**src/rtl/idma_burst_gate.sv**
```systemverilog
// Write-burst gate behind the backend stream FIFO: holds a burst until all of its
// beats are buffered upstream, then releases them back-to-back with a last flag.
module idma_burst_gate #(
    parameter int unsigned LenWidth = 8,
    parameter int unsigned CntWidth = 9,
    parameter type         type_t   = logic
) (
    input  logic                clk_i,
    input  logic                rst_i,
    input  logic                flush_i,
    input  logic                push_i,
    input  logic [LenWidth-1:0] req_len_i,
    input  logic                req_valid_i,
    output logic                req_ready_o,
    input  type_t               data_i,
    input  logic                data_valid_i,
    output logic                data_ready_o,
    output type_t               data_o,
    output logic                data_last_o,
    output logic                data_valid_o,
    input  logic                data_ready_i,
    output logic                busy_o,
    output logic [CntWidth-1:0] avail_o
);

    typedef enum logic [1:0] {
        ST_IDLE,
        ST_WAIT,
        ST_STREAM
    } state_e;

    state_e              state_q, state_d;
    logic [LenWidth-1:0] len_q, len_d;
    logic [LenWidth-1:0] beat_q, beat_d;
    logic [CntWidth-1:0] avail_q, avail_d;
    logic [CntWidth-1:0] need;
    logic                pop;
    logic                last_beat;

    // Beats required for the burst; CntWidth is wider than LenWidth so len+1 never wraps.
    assign need      = CntWidth'(len_q) + CntWidth'(1);
    assign last_beat = (beat_q == len_q);

    always_comb begin
        state_d      = state_q;
        len_d        = len_q;
        beat_d       = beat_q;
        req_ready_o  = 1'b0;
        data_valid_o = 1'b0;
        data_ready_o = 1'b0;
        data_last_o  = 1'b0;
        unique case (state_q)
            ST_IDLE: begin
                req_ready_o = 1'b1;
                if (req_valid_i) begin
                    len_d   = req_len_i;
                    beat_d  = '0;
                    state_d = ST_WAIT;
                end
            end
            ST_WAIT: begin
                if (avail_q >= need) state_d = ST_STREAM;
            end
            ST_STREAM: begin
                data_valid_o = data_valid_i;
                data_ready_o = data_ready_i;
                data_last_o  = last_beat;
                if (data_valid_i && data_ready_i) begin
                    beat_d = beat_q + LenWidth'(1);
                    if (last_beat) state_d = ST_IDLE;
                end
            end
            default: state_d = ST_IDLE;
        endcase
    end

    assign pop = data_valid_o & data_ready_i;

    // Occupancy mirror of the upstream FIFO, updated from its push handshake and our pop.
    always_comb begin
        avail_d = avail_q;
        unique case ({push_i, pop})
            2'b10:   avail_d = avail_q + CntWidth'(1);
            2'b01:   avail_d = avail_q - CntWidth'(1);
            default: avail_d = avail_q;
        endcase
    end

    always_ff @(posedge clk_i) begin
        if (rst_i || flush_i) begin
            state_q <= ST_IDLE;
            len_q   <= '0;
            beat_q  <= '0;
            avail_q <= '0;
        end else begin
            state_q <= state_d;
            len_q   <= len_d;
            beat_q  <= beat_d;
            avail_q <= avail_d;
        end
    end

    assign data_o  = data_i;
    assign busy_o  = (state_q != ST_IDLE);
    assign avail_o = avail_q;

    // Counter overflow would mean the FIFO is deeper than the counter can express.
    a_no_overflow : assert property (@(posedge clk_i) disable iff (rst_i || flush_i)
        !((&avail_q) && push_i && !pop));

    a_no_underflow : assert property (@(posedge clk_i) disable iff (rst_i || flush_i)
        pop |-> (avail_q != '0));

    // Counter says beats are buffered but the FIFO shows none: the two are out of step.
    a_fifo_in_step : assert property (@(posedge clk_i) disable iff (rst_i || flush_i)
        ((state_q == ST_STREAM) && (avail_q != '0)) |-> data_valid_i);

endmodule
```
**config.mk**
```make
export PLATFORM = sky130hd
export DESIGN_NAME = idma_burst_gate
export DESIGN_NICKNAME = d
export VERILOG_FILES = /design/src/rtl/idma_burst_gate.sv
export SDC_FILE = /design/constraint.sdc
export NUM_CORES = 1
export LEC_CHECK = 0
export ABC_AREA = 1
export CAP_MARGIN = 20
export CORE_MARGIN = 5
export CORE_UTILIZATION = 35
export CTS_BUF_LIST = sky130_fd_sc_hd__clkbuf_4 sky130_fd_sc_hd__clkbuf_8 sky130_fd_sc_hd__clkbuf_16
export DETAILED_ROUTE_END_ITERATION = 10
export SYNTH_ARGS = -nofsm -noshare
export SYNTH_HDL_FRONTEND = slang
export SYNTH_SLANG_ARGS = --single-unit
export TNS_END_PERCENT = 30
```
**constraint.sdc**
```tcl
create_clock -name clk_i -period 2.5 [get_ports clk_i]
set_input_delay 0.5 -clock clk_i [delete_from_list [all_inputs] [get_ports clk_i]]
set_output_delay 0.5 -clock clk_i [all_outputs]
set_load 0.02 [all_outputs]
```
==> results_dict.tcl <==
set metrics [dict create \
    leakagePower_nw 1.21 \
    antenna_found_initial 0 \
    cts_root_buf "clkbuf_8" \
    drt.antenna.violating_nets 0 \
    syn-cell-area_mm2 0.00195 \
    io_buffers 28 \
    drt_iter0_drc 76 \
    cp_max_fo 3 \
    netlist.area_leader.share 0.277 \
    async_flop_share 0 \
    cpMaxStageDelayCell "clkdlybuf4s50_1" \
    dp_hpwl_um 3600 \
    drc_errors 0 \
    drt-total-wl_um 4590 \
    clockBufferDepth 2 \
    num_vias 1838 \
    ios 31 \
    start_kind "input port" \
    clock-sinks 27 \
    ys_seq_area_frac 0.277 \
    initial_core_util 0.356 \
    grt_pass1_vias 1728 \
    cp_data_arrival_time_ns 2.60 \
    tightest_slew_ns 0.460 \
    maxSlewViolCount 0 \
    fin_crit_sh 0.952 \
    max_freq_ghz 0.420 \
    die_w_um 84.6 \
    timing.critical_path.mode_cell "nand2_1" \
    critical_path_buf_inv_count 2 \
    ys_types 26 \
    status "complete, no violations" \
    clock_latency_ns 0.28 \
    post_drt_wl_per_cell_um 11.4 \
    maxCapViolCount 0 \
    drtPass1Iterations 4 \
    hp-class "reg2reg" \
    skew_ns 0.00243 \
    die_area_mm2 0.00716 \
    synth_top_area_cell "dfxtp_1" \
    grt_pass1_wl_um 7770 \
    worstPathRequired_ns 2.72 \
    path_delay_family "adder cells" \
    area_growth_pct 27.6 \
    grtUsageTotal 0.131 \
    rows 27 \
    nNetsFinal 369 \
    drive_gt1_frac 0.0994 \
    cts_tree "built" \
    yosys-top-cells-area "dfxtp_1 28%, ha_1 12%, nand2_1 12%" \
    syn_nets 326 \
    finalHoldViolCount 0 \
    synthCells 290 \
    core-area_mm2 0.00547 \
    slowest_delay_ns 0.49 \
    synth.most_common_cell "nand2_1" \
    rsz0062_at_grt "yes" \
    fillCellCount 588 \
    yosys_warnings 0 \
    die-height_um 84.6 \
    crit_path_end_kind "flip-flop" \
    synth.avg_cell_area_um2 6.72 \
    path_cells "clkdlybuf4s50_1 -> nand2_2 -> nor2_4 -> ha_2 -> inv_1 -> fa_1 -> o21ai_2 -> nand3_1 -> nand2_1 -> nand2_1 -> nand2_1 -> nand2_1 -> a21oi_1" \
    grt_max_degree 17 \
    slew-limit-headroom 0.693 \
    path_class "in2reg" \
    cts_buffers 3 \
    gr-total-overflow 0 \
    ys_top_cells_by_count "60 x nand2_1, 44 x inv_1, 39 x nor2_1" \
    vias_per_cell 4.55 \
    synthFlopType "dfxtp_1" \
    place_area_mm2 0.00241 \
    power_density_mw_per_mm2 365 \
    tns_ns 0 \
    max-vdd-ir-drop_mv 0.191 \
    clk_pin_slew_ns 0.10 \
    finalCriticalPeriod_ns 2.38 \
    final_area_mm2 0.00249 \
    antenna_cells 0 \
    ys_seq_elements 27 \
    finalSetupViolCount 0 \
    synth-edff-count 0 \
    gp_congestion 0.816 \
    htree_levels 1 \
]
## final timing paths
kind | start | endpoint | slack [ns] | cells after the start
setup reg to reg | state_q[0]$_SDFFE_PP0P_ | avail_o[8]$_SDFFE_PP0P_ | 0.29 | 14
hold / removal | beat_q[6]$_SDFFE_PP0P_ | beat_q[6]$_SDFFE_PP0P_ | 0.52 | 2
setup / recovery | data_valid_i | avail_o[8]$_SDFFE_PP0P_ | 0.12 | 13
hold reg to reg | beat_q[6]$_SDFFE_PP0P_ | beat_q[6]$_SDFFE_PP0P_ | 0.52 | 2
## final cells by class
cell class	instances	area (um2)	area share
inverters	44	165	0.0664
flip-flops and latches	27	544	0.219
repair buffers	43	395	0.159
well taps	72	90.1	0.0362
multi-input cells	214	1240	0.500
clock inverters	1	7.51	0.00302
clock buffers	3	41.3	0.0166
## worst register-to-register path, cell delays in order (launching register included)
cell     delay, ns
dfxtp_1       0.43
inv_1         0.08
nand2_2       0.15
nor2_4        0.07
ha_2          0.18
buf_4         0.16
ha_1          0.33
nand2_1       0.08
o21ai_2       0.22
nand3_1       0.13
nand2_1       0.08
nand2_1       0.04
nand2_1       0.05
nand2_1       0.04
a21oi_1       0.12
## cells in the final DEF, fill, tap and decap left out, drive strengths merged, types with 2 or more instances in the layout
cell type      synthesis  final
nor3                   5      5
dfxtp                 27     27
clkbuf                 3      3
nand3                 15     15
nand2                 62     62
nor3b                  3      3
ha                    19     19
a21oi                 21     21
inv                   44     44
o21ai                 20     20
xnor2                  8      8
xor2                   9      9
nor2                  40     40
nand4                  5      5
and3                   2      2
buf                    2     15
o21bai                 2      2
clkdlybuf4s50          0     27
## power by group
part           internal (W)  switching (W)
Combinational     0.0000821      0.0000986
Clock              0.000114       0.000158
Sequential         0.000442      0.0000144
## metrics by stage
stage               hold slack, ns  std cells  utilization  total power (W)  setup WS, ns
floorplan                    0.470        290            -         0.000576         0.228
global placement             0.498        400        0.440         0.000643        -0.287
detailed placement           0.495        400        0.440         0.000645        -0.348
CTS                          0.511        404        0.450         0.000918        0.0451
global route                 0.534        404        0.455         0.000957       -0.0192
finish                       0.515        404        0.455         0.000909         0.119
## registers in the layout, summed over array words and instances (netlist names)
name     count
len_q        8
state_q      2
avail_o      9
beat_q       8
## routing by layer
layer	wire (um)	vias to the layer above	track usage
met5	0	-	0
met4	58	0	0.0432
met3	117	6	0.0167
met2	2030	26	0.210
met1	2390	794	0.182
li1	-	1012	-
## kinds of logic after synthesis
group,Yosys count,synth area share
XOR/XNOR,17,0.0764
flip-flops,27,0.277
adder cells (fa/ha/maj),20,0.132
AND/OR/NAND/NOR,133,0.295
AO/OA/AOI/OAI,44,0.123
buffers and inverters,49,0.0969
## what timing repair did
item | in CTS | in global routing
setup endpoints to repair | 2 | 6
setup buffers | 0 | 0
pin swaps | 0 | 1
resized for setup | 2 | 9
cloned | 0 | 0
hold buffers | 0 | 0
Note: power is estimated with default switching activity, not from simulation.
